<file path="src/rtl/edge_event_counter.sv">
`default_nettype none
// ============================================================================
//  Module      : edge_event_counter
//  Description : Counts rising edges of (sig & mask)[0] over a programmable
//                window and compares the total against an expected count.
//                Define EDGE_EVENT_COUNTER_SATURATE_EN to saturate the
//                counter instead of wrapping it.
//  Revision    : 1.0 - initial release
// ============================================================================
module edge_event_counter #(
    parameter int WIDTH = 4,
    parameter int CNT_W = 4,
    parameter int WIN_W = 8
) (
    input  logic             clock,
    input  logic             reset,
    input  logic             start,
    input  logic [WIN_W-1:0] window_len,
    input  logic [CNT_W-1:0] expected,
    input  logic [WIDTH-1:0] sig,
    input  logic [WIDTH-1:0] mask,
    output logic [CNT_W-1:0] count,
    output logic             busy,
    output logic             done,
    output logic             pass,
    output logic             overflow
);

    localparam logic [1:0] S_IDLE  = 2'd0;
    localparam logic [1:0] S_COUNT = 2'd1;
    localparam logic [1:0] S_DONE  = 2'd2;

    localparam logic [CNT_W-1:0] c_CNT_ONE = {{(CNT_W-1){1'b0}}, 1'b1};
    localparam logic [WIN_W-1:0] c_WIN_ONE = {{(WIN_W-1){1'b0}}, 1'b1};

    logic [1:0]       r_state;
    logic [CNT_W-1:0] r_count;
    logic [CNT_W-1:0] r_expected;
    logic [WIN_W-1:0] r_remaining;
    logic             r_prev0;
    logic             r_ovf;
    logic             r_pass;

    logic [WIDTH-1:0] w_s;
    logic             w_s0;
    logic             w_edge;
    logic             w_at_max;
    logic             w_pass;
    logic             w_unused_hi;

    assign w_s      = sig & mask;
    assign w_s0     = w_s[0];
    // Upper bits are qualified but never act as edge sources.
    assign w_unused_hi = ^w_s;
    assign w_edge   = w_s0 & ~r_prev0;
    assign w_at_max = (r_count == {CNT_W{1'b1}});
    assign w_pass   = (r_count == r_expected) && !r_ovf;

    always_ff @(posedge clock) begin
        if (reset) begin
            r_state     <= S_IDLE;
            r_count     <= '0;
            r_expected  <= '0;
            r_remaining <= '0;
            r_prev0     <= 1'b0;
            r_ovf       <= 1'b0;
            r_pass      <= 1'b0;
        end else begin
            // prev0 tracks s[0] in every state so boundary edges land correctly.
            r_prev0 <= w_s0;
            case (r_state)
                S_IDLE: begin
                    if (start) begin
                        r_count     <= '0;
                        r_ovf       <= 1'b0;
                        r_pass      <= 1'b0;
                        r_expected  <= expected;
                        r_remaining <= window_len;
                        r_state     <= (window_len != '0) ? S_COUNT : S_DONE;
                    end
                end
                S_COUNT: begin
                    if (w_edge) begin
                        if (w_at_max) begin
                            r_ovf <= 1'b1;
`ifdef EDGE_EVENT_COUNTER_SATURATE_EN
                            r_count <= r_count;
`else
                            r_count <= '0;
`endif
                        end else begin
                            r_count <= r_count + c_CNT_ONE;
                        end
                    end
                    r_remaining <= r_remaining - c_WIN_ONE;
                    if (r_remaining == c_WIN_ONE) begin
                        r_state <= S_DONE;
                    end
                end
                S_DONE: begin
                    r_pass  <= w_pass;
                    r_state <= S_IDLE;
                end
                default: begin
                    r_state <= S_IDLE;
                end
            endcase
        end
    end

    assign count    = r_count;
    assign busy     = (r_state == S_COUNT);
    assign done     = (r_state == S_DONE);
    // Result is visible during the done pulse and held afterwards.
    assign pass     = (r_state == S_DONE) ? w_pass : r_pass;
    assign overflow = r_ovf;

endmodule
`default_nettype wire

</file>
<file path="config.mk">
export PLATFORM = sky130hd
export DESIGN_NAME = edge_event_counter
export DESIGN_NICKNAME = d
export VERILOG_FILES = /design/src/rtl/edge_event_counter.sv
export SDC_FILE = /design/constraint.sdc
export NUM_CORES = 1
export LEC_CHECK = 0
export ABC_AREA = 1
export CAP_MARGIN = 20
export CORE_MARGIN = 8
export CORE_UTILIZATION = 25
export CTS_CLUSTER_SIZE = 14
export DETAILED_ROUTE_END_ITERATION = 10
export PLACE_DENSITY = 0.5
export SKIP_LAST_GASP = 1
export SLEW_MARGIN = 40
export SYNTH_ARGS = -nofsm -noshare
export SYNTH_HDL_FRONTEND = slang
export SYNTH_SLANG_ARGS = --single-unit
</file>
<file path="constraint.sdc">
create_clock -name clock -period 1.45 [get_ports clock]
set_input_delay 0.145 -clock clock [delete_from_list [all_inputs] [get_ports clock]]
set_output_delay 0.145 -clock clock [all_outputs]
set_load 0.02 [all_outputs]
</file>
==> results.cfg, run 1 <==
[cells_and_area]
layout_commonest_cell = nand2_1
fin_cells = 267
drive_above_1_share = 0.160
num_antenna_cells = 0
fill_cells = 517
multi_input_area_um2 = 654
nets = 240
syn_to_final_growth_pct = 38.0
final_cell_mix = 29 x nand2_1, 25 x nor2_1, 21 x inv_1, 21 x dfxtp_1
regArea_um2 = 420

[setup_path]
slowest_delay_ns = 0.61
crit_end = overflow
cp_num_cells = 1
start_kind = flip-flop
r2r_cells = 7
critical-path-top-delay-family = buffers and inverters
worstPathArrival_ns = 1.22
cp_max_fo = 2
path_class = reg -> out
r2r_end = r_remaining[1]
r2r-start = r_state[0]
required_ns = 1.31
rrSetupSlack_ns = 0.16
critPathBufInv = 1
crit_path_cell_trace = clkdlybuf4s50_1
cp-startpoint = overflow
critPathSlowestCell = clkdlybuf4s50_1
endpoint_kind = output port

[run_status]
status = completed

[detailed_routing]
wirelength_um = 3230
wire_per_inst_um = 12.1
via_per_inst = 4.42
post-route-drc-count = 0
drtAntennaViolNets = 0
drt_iter0_drc = 70
vias = 1181
dr.pass1.iters = 4

[logic_synthesis]
ys_ff_latch = 21
ys_seq_area_frac = 0.358
syn_area_per_cell_um2 = 6.78
synth_area_leader_cell = dfxtp_1
syn-num-nets = 199
syn_area_mm2 = 0.00117
yosysTopAreaCellShare = 0.358
synth.distinct_cells = 25
syn_inst = 173
synth_warnings = 0
synth_area_leaders = dfxtp_1 36%, nand2_1 9.3%, nor2_1 8.3%, o21ai_0 7.7%, a21oi_1 6.8%

[clocking]
cts_buffer_depth = 2
h-tree-depth = 1
root_buffer = clkbuf_8
clkTransAtPathRegs_ns = 0.08
cts_tree = built
cts_buffers = 3
clk_latency_ns = 0.26
cts_sinks = 21

[placed_design]
place_inst = 263
io_buffers = 24
gp_congestion = 0.838
dp_hpwl_um = 2530

[grt]
antenna_found_initial = 0
grt.total_usage = 0.0904
grt_max_degree = 13
grt_pass1_wl_um = 5310
grt-ovfl-total = 0
grt_pass1_vias = 1148

[power_and_ir_drop]
switching_power_mw = 0.519
totalPowerFinal_mw = 1.55
swShare = 0.335
ir_drop_uv = 358
p_clk_frac = 0.249
power_frac_comb = 0.316
seq_power_share = 0.435
intPower_mw = 1.03
p_per_area_mw_per_mm2 = 958
power.leakage_nw = 0.727

[sta]
setup_viol = 0
relSlewSlack = 0.813
fmax_mhz = 735
hold_viol_final = 0
worst_slew_pin_slew_ns = 0.280
period_share = 0.938
slew_viol_final = 0
fin_crit_ns = 1.36
finClkSkew_ns = 0.00155

[floorplan]
io_pins = 31
die-area_mm2 = 0.00714
die_x_um = 84.5
start_util = 0.254
rows = 25
die_h_um = 84.5
fp.coreArea_mm2 = 0.00463

[flow_run]
maxCapViolations = 0

[hold_path]
hp-class = in -> reg
routing by layer:
metal	GRT usage	share of wire	up-vias
met5	0	0	-
met4	0.0307	0.012	0
met3	0.0263	0.052	4
met2	0.145	0.45	26
met1	0.112	0.49	510
li1	-	-	641
what timing repair did:
action                                  CTS  global route
setup buffers                             0             0
hold buffers                              0             0
resized for setup                         7            10
endpoints found under the setup margin    7             2
state kept, by name (all words and copies together), names as in the netlist:
register / cells
r_remaining: 8
count: 4
r_expected: 4
r_state: 2
overflow: 1
r_pass: 1
r_prev0: 1
stage by stage:
stage	TNS (ns)	util	setup WS [ns]	hold WS [ns]	cell area (um2)
global route	-0.0191	0.350	-0.0191	0.489	1620
floorplan	0	-	0.136	0.223	1170
detailed placement	-0.0846	0.340	-0.0846	0.478	1580
global placement	-0.0844	0.340	-0.0844	0.473	1580
CTS	-0.119	0.348	-0.119	0.456	1610
finish	0	0.350	0.0894	0.463	1620
cell usage after synthesis (all sizes together):
library cell	n
nand4	1
a22oi	1
a21oi	16
xor2	3
dfxtp	21
nor2	27
o211ai	1
a211oi	2
nand2	33
xnor2	1
nand3	14
ha	3
or2	1
clkbuf	1
clkinv	1
o21ai	21
buf	1
inv	24
o31ai	1
area by class of cell:
cell class / count / area share
well taps: 54 / 0.0417
clock inverters: 1 / 0.00309
clock buffers: 3 / 0.0255
flip-flops and latches: 21 / 0.260
repair buffers: 38 / 0.205
inverters: 25 / 0.0611
multi-input cells: 125 / 0.404
worst min-delay path by stage:
stage	start	to	slack, ns	depth (start not counted)
after detailed placement	overflow	overflow	0.48	2
after global placement	r_remaining[7]	r_remaining[7]	0.47	2
after global routing	expected[1]	r_expected[1]	0.49	3
after floorplan	reset	overflow	0.22	1
final	expected[2]	r_expected[2]	0.46	3
after CTS	expected[1]	r_expected[1]	0.46	3
tightest hold or removal path, cell delays in order:
cell and delay (ns):
clkdlybuf4s50_1 0.39, nor2_1 0.10, nor2_1 0.05
power groups by stage:
stage | clock (mW) | sequential [mW] | combinational [mW]
finish | 0.386 | 0.675 | 0.489
detailed placement | 0 | 0.687 | 0.489
floorplan | 0 | 0.697 | 0.285
global route | 0.420 | 0.682 | 0.549
CTS | 0.403 | 0.674 | 0.484
global placement | 0 | 0.686 | 0.494
kinds of logic (layout without fill, tap and decap cells):
family	after synthesis	in the layout	synth area share
compound gates	42	42	0.190
xor+xnor	4	4	0.0299
simple gates	76	76	0.296
fa+ha+maj	3	3	0.0320
buf+inv	27	67	0.0938
flops	21	21	0.358
Note: power is estimated with default switching activity, not from simulation.
==> run 2, diff against run 1 <==
- CORE_ASPECT_RATIO: unset -> 1.1
- SLEW_MARGIN: 40 -> 20
==> run 2 against run 1 <==
Net effect: final cell count up 1.9%; sequential power is essentially flat; power up 2.1%; largest cell class unchanged; highest routed layer unchanged; combinational power is 4.3% higher; maximum frequency down 0.19%; register-to-register slack is essentially flat; largest power group unchanged; clock power grew 3%; utilization is 1.2 points higher; die area barely moved; sequential share of layout area fell by 0.55 points; clock-buffer cell count unchanged.
==> results.cfg, run 2 (synthesized netlist as in run 1, its figures left out) <==
[sta]
period_share = 0.940
finClkSkew_ns = 0.00168
setup_viol = 0
slew_viol_final = 0
worst_slew_pin_slew_ns = 0.279
rsz0062_at_grt = yes
tns_ns = 0
fmax_mhz = 734
setup_ws_ns = 0.0869
holdWs_ns = 0.462
fin_crit_ns = 1.36
hold_viol_final = 0
relSlewSlack = 0.814

[clocking]
postCtsSetupRepairBufs = 0
clk_latency_ns = 0.26
cts_buffer_depth = 2
clkTransAtPathRegs_ns = 0.08
h-tree-depth = 1
root_buffer = clkbuf_8
cts_tree = built
cts_buffers = 3
cts_sinks = 21

[grt]
antenna_found_initial = 0
grt.total_usage = 0.107
grt_pass1_wl_um = 5990
grt_pass1_vias = 1286
grt-ovfl-total = 0
grt_max_degree = 13

[hold_path]
worstHoldStart = expected[1]
hold_end = r_expected[1]
hp-class = in -> reg
hold_depth = 3

[placed_design]
place_area_mm2 = 0.00160
place_inst = 268
io_buffers = 24
gp_congestion = 0.807
dp_hpwl_um = 2650
pre_cts_ws_ns = -0.118

[floorplan]
rows = 26
die-area_mm2 = 0.00715
die_h_um = 87.9
io_pins = 31
fp.coreArea_mm2 = 0.00459
start_util = 0.256
die_x_um = 81.3

[power_and_ir_drop]
ir_drop_uv = 331
p_per_area_mw_per_mm2 = 954
power.leakage_nw = 0.753

[setup_path]
required_ns = 1.31
r2r_end = r_pass
endpoint_kind = output port
r2r_cells = 7
rrSetupSlack_ns = 0.16
start_kind = flip-flop
slowest_delay_ns = 0.35
crit_path_cell_trace = buf_4 > nand2_4 > clkinv_4 > dlygate4sd2_1
worstPathArrival_ns = 1.22
critPathBufInv = 3
critPathSlowestCell = dfxtp_1
cp_max_fo = 5
path_class = reg -> out
r2r-start = r_state[1]
critical-path-top-delay-family = buffers and inverters

[detailed_routing]
wirelength_um = 3420
drt-met1-wl_um = 1600
wire_per_inst_um = 12.6
post-route-drc-count = 0
highest_layer = met4
via_per_inst = 4.49
drt_iter0_drc = 110
drtAntennaViolNets = 0
vias = 1222
dr.pass1.iters = 4
dr_wl_met3_um = 202
met2WireLength_um = 1560

[cells_and_area]
num_antenna_cells = 0
fin_cells = 272
largest_register = r_remaining
drive_above_1_share = 0.176
largest_reg_flops = 8
layout_commonest_cell = nand2_1
finish.instance_area_mm2 = 0.00166
nets = 243
syn_to_final_growth_pct = 41.4
final_cell_mix = 29 x nand2_1, 25 x nor2_1, 21 x inv_1
fill_cells = 527

[run_status]
status = completed

[flow_run]
maxCapViolations = 0
run 2: cell types whose count changed in the layout (fill, tap and decap cells not counted), sizes merged:
cell | before | now
buf | 15 | 18
clkdlybuf4s50 | 17 | 16
dlygate4sd2 | 5 | 7
clkbuf | 4 | 3
run 2: how the worst max path moves through the flow:
| stage | startpoint | end | slack, ns | depth (start not counted) |
|---|---|---|---|---|
| floorplan | r_state[0] | pass | 0.14 | 5 |
| CTS | r_state[1] | pass | -0.15 | 7 |
| detailed placement | r_state[1] | pass | -0.12 | 7 |
| global placement | r_state[1] | pass | -0.09 | 7 |
| global route | r_state[1] | pass | -0.02 | 7 |
| finish | r_state[0] | busy | 0.09 | 4 |
run 2: metrics by stage:
step / power, mW / utilization
floorplan: 0.982 / -
global placement: 1.20 / 0.349
detailed placement: 1.19 / 0.349
CTS: 1.59 / 0.357
global route: 1.71 / 0.362
finish: 1.58 / 0.362
run 2: layout make-up:
cell class | count | area, um2 | share of cell area
clock inverters | 1 | 5.00 | 0.00302
inverters | 25 | 101 | 0.0611
multi-input cells | 125 | 659 | 0.397
clock buffers | 3 | 41.3 | 0.0249
flip-flops and latches | 21 | 422 | 0.254
repair buffers | 41 | 360 | 0.217
well taps | 56 | 70.1 | 0.0422
run 2: routing by layer:
layer  up-vias  track usage
li1        645            -
met1       547        0.127
met2        24        0.172
met3         6       0.0359
met4         0       0.0407
met5         -            0
run 2: power breakdown:
group | leakage, nW | switching (mW) | internal (mW)
clock | 0.0255 | 0.206 | 0.192
sequential | 0.174 | 0.0436 | 0.632
combinational | 0.554 | 0.288 | 0.223
run 2: repair_timing:
item | in CTS | in global routing
endpoints found under the setup margin | 8 | 6
pin swaps | 0 | 2
hold buffers | 0 | 0
gates resized for setup | 8 | 13
run 2: worst reg2reg max path, stage by stage, from the launching register on:
cell	delay, ns
dfxtp_2	0.33
inv_2	0.04
buf_4	0.14
nand2_2	0.10
nor2_4	0.05
buf_4	0.15
or2_2	0.28
a21oi_1	0.13
==> run 3, diff against run 2 <==
- CAP_MARGIN: 20 -> 40
- CTS_BUF_LIST: unset -> sky130_fd_sc_hd__clkbuf_4 sky130_fd_sc_hd__clkbuf_8
==> results of run 3 <==
Final layout, timing and power as in run 2 (identical DEF).
